<file path="src/rtl/regfile_writeback_queue.sv">
// Register-file writeback queue: arbitrates ALU/load writebacks into an in-order FIFO,
// drains one entry per cycle to the write port, and forwards the youngest queued value to decode.
module regfile_writeback_queue #(
    parameter int dataW = 32,
    parameter int addrW = 5,
    parameter int depth = 4
) (
    input  logic             clock,
    input  logic             reset,
    input  logic             AluValid,
    output logic             AluReady,
    input  logic [addrW-1:0] AluAddr,
    input  logic [dataW-1:0] AluData,
    input  logic             MemValid,
    output logic             MemReady,
    input  logic [addrW-1:0] MemAddr,
    input  logic [dataW-1:0] MemData,
    input  logic             WbStall,
    output logic             RegWriteControl,
    output logic [addrW-1:0] RegWriteAddr,
    output logic [dataW-1:0] RegDataIn,
    input  logic [addrW-1:0] RegRead1,
    input  logic [addrW-1:0] RegRead2,
    output logic             Pending1,
    output logic             Pending2,
    output logic [dataW-1:0] FwdData1,
    output logic [dataW-1:0] FwdData2
);

    localparam int PW = (depth > 1) ? $clog2(depth) : 1;
    localparam int CW = $clog2(depth + 1);

    logic [addrW-1:0] addr_q [depth];
    logic [dataW-1:0] data_q [depth];
    logic [PW-1:0]    rd_ptr_q, rd_ptr_d;
    logic [PW-1:0]    wr_ptr_q, wr_ptr_d;
    logic [CW-1:0]    count_q, count_d;

    logic             full, nonempty;
    logic             mem_fire, alu_fire, push, pop;
    logic [addrW-1:0] push_addr;
    logic [dataW-1:0] push_data;

    always_comb begin
        full     = (count_q == CW'(depth));
        MemReady = !reset && !full;
        AluReady = !reset && !full && !MemValid;
        mem_fire = MemValid && MemReady;
        alu_fire = AluValid && AluReady;

        push_addr = mem_fire ? MemAddr : AluAddr;
        push_data = mem_fire ? MemData : AluData;
        // x0 writes complete the handshake but are dropped here
        push      = (mem_fire || alu_fire) && (push_addr != '0);

        nonempty        = !reset && (count_q != '0);
        RegWriteControl = nonempty && !WbStall;
        RegWriteAddr    = nonempty ? addr_q[rd_ptr_q] : '0;
        RegDataIn       = nonempty ? data_q[rd_ptr_q] : '0;
        pop             = RegWriteControl;

        rd_ptr_d = pop  ? rd_ptr_q + PW'(1) : rd_ptr_q;
        wr_ptr_d = push ? wr_ptr_q + PW'(1) : wr_ptr_q;
        unique case ({push, pop})
            2'b10:   count_d = count_q + CW'(1);
            2'b01:   count_d = count_q - CW'(1);
            default: count_d = count_q;
        endcase
    end

    always_ff @(posedge clock) begin
        if (reset) begin
            rd_ptr_q <= '0;
            wr_ptr_q <= '0;
            count_q  <= '0;
        end else begin
            if (push) begin
                addr_q[wr_ptr_q] <= push_addr;
                data_q[wr_ptr_q] <= push_data;
            end
            rd_ptr_q <= rd_ptr_d;
            wr_ptr_q <= wr_ptr_d;
            count_q  <= count_d;
        end
    end

    // Oldest-to-youngest scan so the last match wins (youngest value forwarded)
    logic [PW-1:0] idx;
    always_comb begin
        Pending1 = 1'b0;
        Pending2 = 1'b0;
        FwdData1 = '0;
        FwdData2 = '0;
        idx      = '0;
        for (int unsigned i = 0; i < depth; i++) begin
            idx = rd_ptr_q + PW'(i);
            if (!reset && (CW'(i) < count_q)) begin
                if (RegRead1 != '0 && addr_q[idx] == RegRead1) begin
                    Pending1 = 1'b1;
                    FwdData1 = data_q[idx];
                end
                if (RegRead2 != '0 && addr_q[idx] == RegRead2) begin
                    Pending2 = 1'b1;
                    FwdData2 = data_q[idx];
                end
            end
        end
    end

endmodule

</file>
<file path="config.mk">
export PLATFORM = sky130hd
export DESIGN_NAME = regfile_writeback_queue
export DESIGN_NICKNAME = d
export VERILOG_FILES = /design/src/rtl/regfile_writeback_queue.sv
export SDC_FILE = /design/constraint.sdc
export NUM_CORES = 1
export LEC_CHECK = 0
export CORE_MARGIN = 2
export CORE_UTILIZATION = 61
export CTS_BUF_LIST = sky130_fd_sc_hd__clkbuf_4 sky130_fd_sc_hd__clkbuf_8
export CTS_CLUSTER_SIZE = 25
export DETAILED_ROUTE_END_ITERATION = 16
export PLACE_DENSITY = 0.93
export SYNTH_ARGS = -nofsm -noshare
export SYNTH_HDL_FRONTEND = slang
export SYNTH_SLANG_ARGS = --single-unit
</file>
<file path="constraint.sdc">
create_clock -name clock -period 12 [get_ports clock]
set_input_delay 2.4 -clock clock [delete_from_list [all_inputs] [get_ports clock]]
set_output_delay 2.4 -clock clock [all_outputs]
set_load 0.01 [all_outputs]
</file>
==> flow_summary.yaml, run 1 <==
run_status:
  status: "completed"
timing:
  rsz0062_at_grt: "false"
  setup_tns_ns: 0
  tightestPinTransition_ns: 1.21
  slew_headroom_pct: 19.2
  finalSetupViolCount: 0
  setup_slack_ns: 3.05
  finalCritPeriodShare_pct: 74.6
  finalClockSkew_ns: 0.0163
  hold_viol: 0
  period_minus_slack_ns: 8.95
  slew_violations: 0
  fmaxAchievable_ghz: 0.112
global_route:
  first_global_vias: 9957
  grt_pass1_wl_um: 52400
  grt_overflow: 0
  grt_max_degree: 65
  antenna_found_initial: 0
  grt.total_usage_pct: 33.1
logic_synthesis:
  ys_seq_area_share_pct: 38.4
  synthCells: 1069
  synth_compound_area_share_pct: 6.83
  synthMuxAreaShare_pct: 32.9
  synth_top_family_by_area: "multiplexers"
  synth_fa_ha_area_share_pct: 0.934
  synth_xor_xnor_area_share_pct: 3.39
  synth_warnings: 0
  syn_area_um2: 12100
  synth-seq-cells: 157
  syn_avg_cell_area_um2: 11.3
  synthesis.nets: 1167
  yosys.area_share.simple_pct: 12.6
  synth_cell_types: 52
placed_design:
  port_buffers: 194
  place_ws_ns: 3.24
  dp_hpwl_um: 21500
  placed_cells: 1444
  place_congestion: 0.935
  place_area_um2: 14000
critical_path:
  r2r_start: "count_q[0]"
  reg2regPathDepth: 9
  cp.required_ns: 9.60
  worstPathCellList: "clkdlybuf4s50_1 -> o31ai_1 -> o2111a_1 -> nand4_1 -> buf_4 -> o21ai_0 -> o22ai_1 -> o21ai_1 -> clkdlybuf4s50_1"
  slowest_delay_ns: 0.92
  slowest_stage: "nand4_1"
  path_max_fanout: 37
  path_buf_inv: 3
  critPathLaunchType: "primary input"
  reg2reg_to: "addr_q[1][3]"
  rrSetupSlack_ns: 7.95
  crit_family: "buffers and inverters"
  critical_path.most_common_cell: "clkdlybuf4s50_1"
  worst_setup_path_end_kind: "output pin"
  arrival_ns: 6.55
  cp.depth: 9
  critical_path_class: "in2out"
hold_path:
  holdPathEnd: "count_q[2]"
  min_from: "count_q[2]"
  hold_depth: 2
  worstHoldPathType: "reg2reg"
run:
  max_cap_viol_count: 0
power:
  leakagePower_nw: 5.10
  p_total_mw: 1.53
  power.density_nw_per_um2: 107
  ir_worst_vdd_mv: 0.0747
cells_and_area:
  drive_above_1_share_pct: 16.2
  n_antenna_cell: 0
  areaGrowthSynthToFinish_pct: 19.2
  nets: 1296
  layout_commonest_cell: "clkdlybuf4s50_1"
  fin_cells: 1475
  mostFrequentLayoutCells: "clkdlybuf4s50_1 (194), mux2i_1 (158), edfxtp_1 (148)"
  stdcell_area_um2: 14400
  fillers: 1282
route:
  wl_per_cell_um: 23.2
  vias: 9889
  drt-total-wl_um: 34200
  drc: 0
  postRouteAntennaNets: 0
  drtIter0Drc: 1040
  avgViaCountPerCell: 6.70
  first_pass_iters: 5
floorplanning:
  core_um2: 19400
  pin_count: 195
  dieArea_um2: 20900
  row_count: 51
  start_util_pct: 62.1
  fp.dieW_um: 145
  die_y_um: 145
clock_network:
  cts_tree: "done"
  cts_num_sinks: 157
  ctsRootBufferMaster: "clkbuf_8"
  ctsHoldBuffers: 0
  clkLatencyLatePin_ns: 0.45
  postCtsSetupBuffers: 0
  clk_pin_slew_worst_paths_ns: 0.09
  cts_buffers: 17
  h-tree-depth: 4
  clockBufferDepth: 2
  cts-resized-gates: 0
[area by class of cell]
class	count	area [um2]	area share [%]
inverters	12	46.3	0.322
well taps	265	332	2.31
clock inverters	12	161	1.12
flip-flops and latches	157	4630	32.3
multi-input cells	802	6890	48.0
clock buffers	19	249	1.73
repair buffers	208	2050	14.3
[worst reg2reg max path, cell delays in order, from the launching register on]
cell	delay, ns
dfxtp_1	0.45
inv_1	0.09
ha_1	0.26
a21oi_1	0.30
nand2_2	0.63
mux2_2	0.53
nor3_1	0.09
a21o_1	0.34
nor2_4	0.48
buf_4	0.50
[layer usage]
layer  up-vias  global-route usage, %  share of wire, %
li1       4285                      -                 -
met1      4763                   41.1                36
met2       716                   56.8                51
met3       125                   6.23               9.7
met4         0                   14.5               3.3
met5         -                      0                 0
[Yosys cell counts, drive strengths merged]
cell     instances  area (um2)
xnor2           27         251
nor3             4        20.0
a21o             1        7.51
nand2          112         420
nor4             3        33.8
nand4            6        43.8
clkbuf          38         144
o211ai          14         105
and3            19         119
and2            37         231
nor3b            1        7.51
dfxtp            9         180
a22o            15         131
o2111ai          1        8.76
o22ai           17         106
nor2b            4        25.0
nand3           49         250
a31oi            1        6.26
nand2b           2        12.5
nor2            83         328
or3              1        6.26
or2              1        6.26
o2111a           1        11.3
mux2            48         548
mux2i          159        1600
edfxtp         148        4440
o21ai           40         200
inv             12        45.0
o31ai            1        7.51
xor2            18         158
a211oi           2        15.0
buf             60         407
a32oi            1        8.76
ha               9         113
mux4            81        1830
a21oi           43         215
or4b             1        13.8
[power breakdown]
part           switching (mW)  leakage, nW  internal (mW)
registers              0.0378         1.43          0.635
clock network           0.201        0.200          0.212
logic                   0.226         3.47          0.220
[worst max-delay path by stage]
| stage | from | end | slack, ns |
|---|---|---|---|
| floorplan | RegRead1[1] | FwdData1[17] | 5.65 |
| global placement | reset | FwdData2[28] | 3.41 |
| detailed placement | reset | FwdData2[28] | 3.24 |
| CTS | reset | FwdData2[29] | 3.21 |
| global route | reset | FwdData2[29] | 2.91 |
| finish | reset | FwdData2[28] | 3.05 |
[metrics by stage]
stage          hold WS, ns  utilization, %
6_report             0.571            74.0
5_1_grt              0.598            74.0
4_1_cts              0.563            74.0
3_5_place_dp         0.550            71.9
3_3_place_gp         0.538            71.9
2_1_floorplan        0.497               -
[registers in the layout (all words and copies together) (netlist names), named ones only]
register,cells
data_q,128
wr_ptr_q,2
count_q,3
rd_ptr_q,2
addr_q,20
[kinds of logic (layout without fill, tap and decap cells)]
family / count (synthesis) / in the layout
buffers and inverters: 110 / 251
AOI/OAI and AO/OA: 137 / 137
muxes: 288 / 288
xor gates and xnor gates: 45 / 45
adders and majority gates: 9 / 9
DFF: 157 / 157
and+or+nand+nor: 323 / 323
Power figures use the tool's default switching activity.
==> run 2, diff against run 1 <==
--- a/config.mk
+++ b/config.mk
@@ -6,11 +6,11 @@
 export NUM_CORES = 1
 export LEC_CHECK = 0
 export CORE_MARGIN = 2
-export CORE_UTILIZATION = 61
+export CORE_UTILIZATION = 51
 export CTS_BUF_LIST = sky130_fd_sc_hd__clkbuf_4 sky130_fd_sc_hd__clkbuf_8
 export CTS_CLUSTER_SIZE = 25
 export DETAILED_ROUTE_END_ITERATION = 16
-export PLACE_DENSITY = 0.93
+export PLACE_DENSITY = 0.84
 export SYNTH_ARGS = -nofsm -noshare
 export SYNTH_HDL_FRONTEND = slang
 export SYNTH_SLANG_ARGS = --single-unit
==> constraint.sdc (replaced) <==
create_clock -name clock -period 7.35 [get_ports clock]
set_input_delay 1.47 -clock clock [delete_from_list [all_inputs] [get_ports clock]]
set_output_delay 1.47 -clock clock [all_outputs]
set_load 0.01 [all_outputs]
==> run 2 against run 1 <==
  * Die area up 19%
  * Worst setup slack worse by 2.0 ns
  * Sequential share of layout area down 0.081 points
  * Cell count up 3.7%
  * Global-route usage down 6.8 points
  * Utilization down 12 points
  * Combinational power up 59%
  * Critical path type unchanged
  * Largest power group unchanged
==> flow_summary.yaml, run 2 (synthesized netlist as in run 1, its figures left out) <==
run_status:
  status: "completed"
global_route:
  first_global_vias: 9493
  met3_usage_pct: 3.61
  grt_use_met1_pct: 32.6
  antenna_found_initial: 0
  grt_max_degree: 66
  grt_overflow: 0
  grt.total_usage_pct: 26.3
  top_usage_layer: "met2"
  use_met2_pct: 46.7
  grt_pass1_wl_um: 50400
placed_design:
  port_buffers: 194
  place_congestion: 0.891
  placed_cells: 1498
  dp_hpwl_um: 21100
  place_area_um2: 14000
cells_and_area:
  regArea_um2: 4640
  drive_above_1_share_pct: 16.3
  reg.largest.list: "data_q: 128 flops, addr_q: 20 flops, count_q: 3 flops"
  nets: 1296
  stdcell_area_um2: 14400
  multiInputGateArea_um2: 6890
  fin_cells: 1530
  n_antenna_cell: 0
  mostFrequentLayoutCells: "clkdlybuf4s50_1 (194), mux2i_1 (158), edfxtp_1 (148)"
  fillers: 1791
  largest_register_ffs: 128
  layout_commonest_cell: "clkdlybuf4s50_1"
  areaGrowthSynthToFinish_pct: 19.5
  regMostFlops: "data_q"
timing:
  slew_headroom_pct: 13.2
  period_minus_slack_ns: 6.31
  fin_hold_ws_ns: 0.570
  setup_tns_ns: 0
  fmaxAchievable_ghz: 0.159
  hold_viol: 0
  tightestPinTransition_ns: 1.30
  rsz0062_at_grt: "false"
  finalSetupViolCount: 0
  slew_violations: 0
  finalClockSkew_ns: 0.0113
  finalCritPeriodShare_pct: 85.8
critical_path:
  path_max_fanout: 63
  reg2regPathDepth: 9
  path_buf_inv: 2
  critical_path_class: "in2out"
  critPathLaunchType: "primary input"
  r2r_start: "count_q[0]"
  cp.required_ns: 5.88
  critical_path.most_common_cell: "clkdlybuf4s50_1"
  slowest_delay_ns: 1.00
  reg2reg_to: "data_q[0][16]"
  slowest_stage: "or2_2"
  worstPathCellList: "clkdlybuf4s50_1 -> nor3_1 -> nand2_1 -> nand3_1 -> or2_2 -> o21ai_0 -> a21oi_1 -> clkdlybuf4s50_1"
  worst_setup_path_end_kind: "output pin"
  rrSetupSlack_ns: 3.05
  cp.depth: 8
  arrival_ns: 4.84
  crit_family: "simple AND/OR/NAND/NOR gates"
clock_network:
  clk_pin_slew_worst_paths_ns: 0.09
  postCtsSetupBuffers: 0
  clkLatencyLatePin_ns: 0.46
  ctsHoldBuffers: 0
  cts_tree: "done"
  ctsRootBufferMaster: "clkbuf_8"
  clockBufferDepth: 2
  cts_buffers: 17
  h-tree-depth: 4
  cts_num_sinks: 157
  cts-resized-gates: 0
floorplanning:
  core_um2: 23300
  row_count: 56
  pin_count: 195
  fp.dieW_um: 158
  die_y_um: 158
  start_util_pct: 51.7
  dieArea_um2: 24900
hold_path:
  hold_depth: 2
  holdPathEnd: "count_q[2]"
  worstHoldPathType: "reg2reg"
  min_from: "count_q[2]"
route:
  drtIter0Drc: 845
  first_pass_iters: 5
  vias: 9592
  drt-total-wl_um: 32600
  drc: 0
  postRouteAntennaNets: 0
  avgViaCountPerCell: 6.27
  wl_per_cell_um: 21.3
power:
  leakagePower_nw: 5.08
  internal_power_mw: 1.67
  p_clk_share_pct: 25.7
  pwr-share-comb_pct: 29.0
  power_frac_seq_pct: 45.3
  ir_worst_vdd_mv: 0.121
  power.density_nw_per_um2: 170
  switchingPower_mw: 0.770
  sw_frac_of_total_pct: 31.5
run:
  max_cap_viol_count: 0
## run 2: layout make-up
| cell class | count | share of cell area, % |
|---|---|---|
| repair buffers | 208 | 14.2 |
| inverters | 12 | 0.321 |
| flip-flops and latches | 157 | 32.2 |
| clock buffers | 17 | 1.62 |
| well taps | 319 | 2.77 |
| multi-input cells | 802 | 47.8 |
| clock inverters | 15 | 1.04 |
## run 2: worst max-delay path by stage
stage                    to  slack [ns]   startpoint
6_report       FwdData2[31]        1.04  RegRead2[1]
5_1_grt        FwdData2[31]        0.88  RegRead2[1]
4_1_cts        FwdData1[20]        1.10        reset
3_5_place_dp   FwdData1[20]        1.12        reset
3_3_place_gp    FwdData1[0]        1.18        reset
2_1_floorplan  addr_q[0][0]        2.64        reset
## run 2: per-layer routing
layer	part of all wire (%)	up-vias
met1	39	4743
li1	-	4281
met2	52	494
met5	0	-
met4	2.7	0
met3	7.1	74
## run 2: tightest hold or removal path, delay by kind of cell (launching register included)
| kind | cells | cell delay (ns) |
|---|---|---|
| DFF | 1 | 0.37 |
| AOI/OAI and AO/OA | 2 | 0.16 |
## run 2: power groups by stage
stage,registers (mW),logic (mW),clock network [mW]
final,1.11,0.710,0.628
after detailed placement,1.13,0.702,0
after global routing,1.12,0.759,0.664
after CTS,1.11,0.707,0.633
after global placement,1.12,0.688,0
after floorplan,1.08,0.500,0
## run 2: metrics by stage
stage	util, %	setup WS (ns)	total power [mW]
6_report	61.7	1.04	2.44
5_1_grt	61.7	0.875	2.54
4_1_cts	61.7	1.10	2.45
3_5_place_dp	60.1	1.12	1.83
3_3_place_gp	60.1	1.18	1.81
2_1_floorplan	-	2.64	1.58
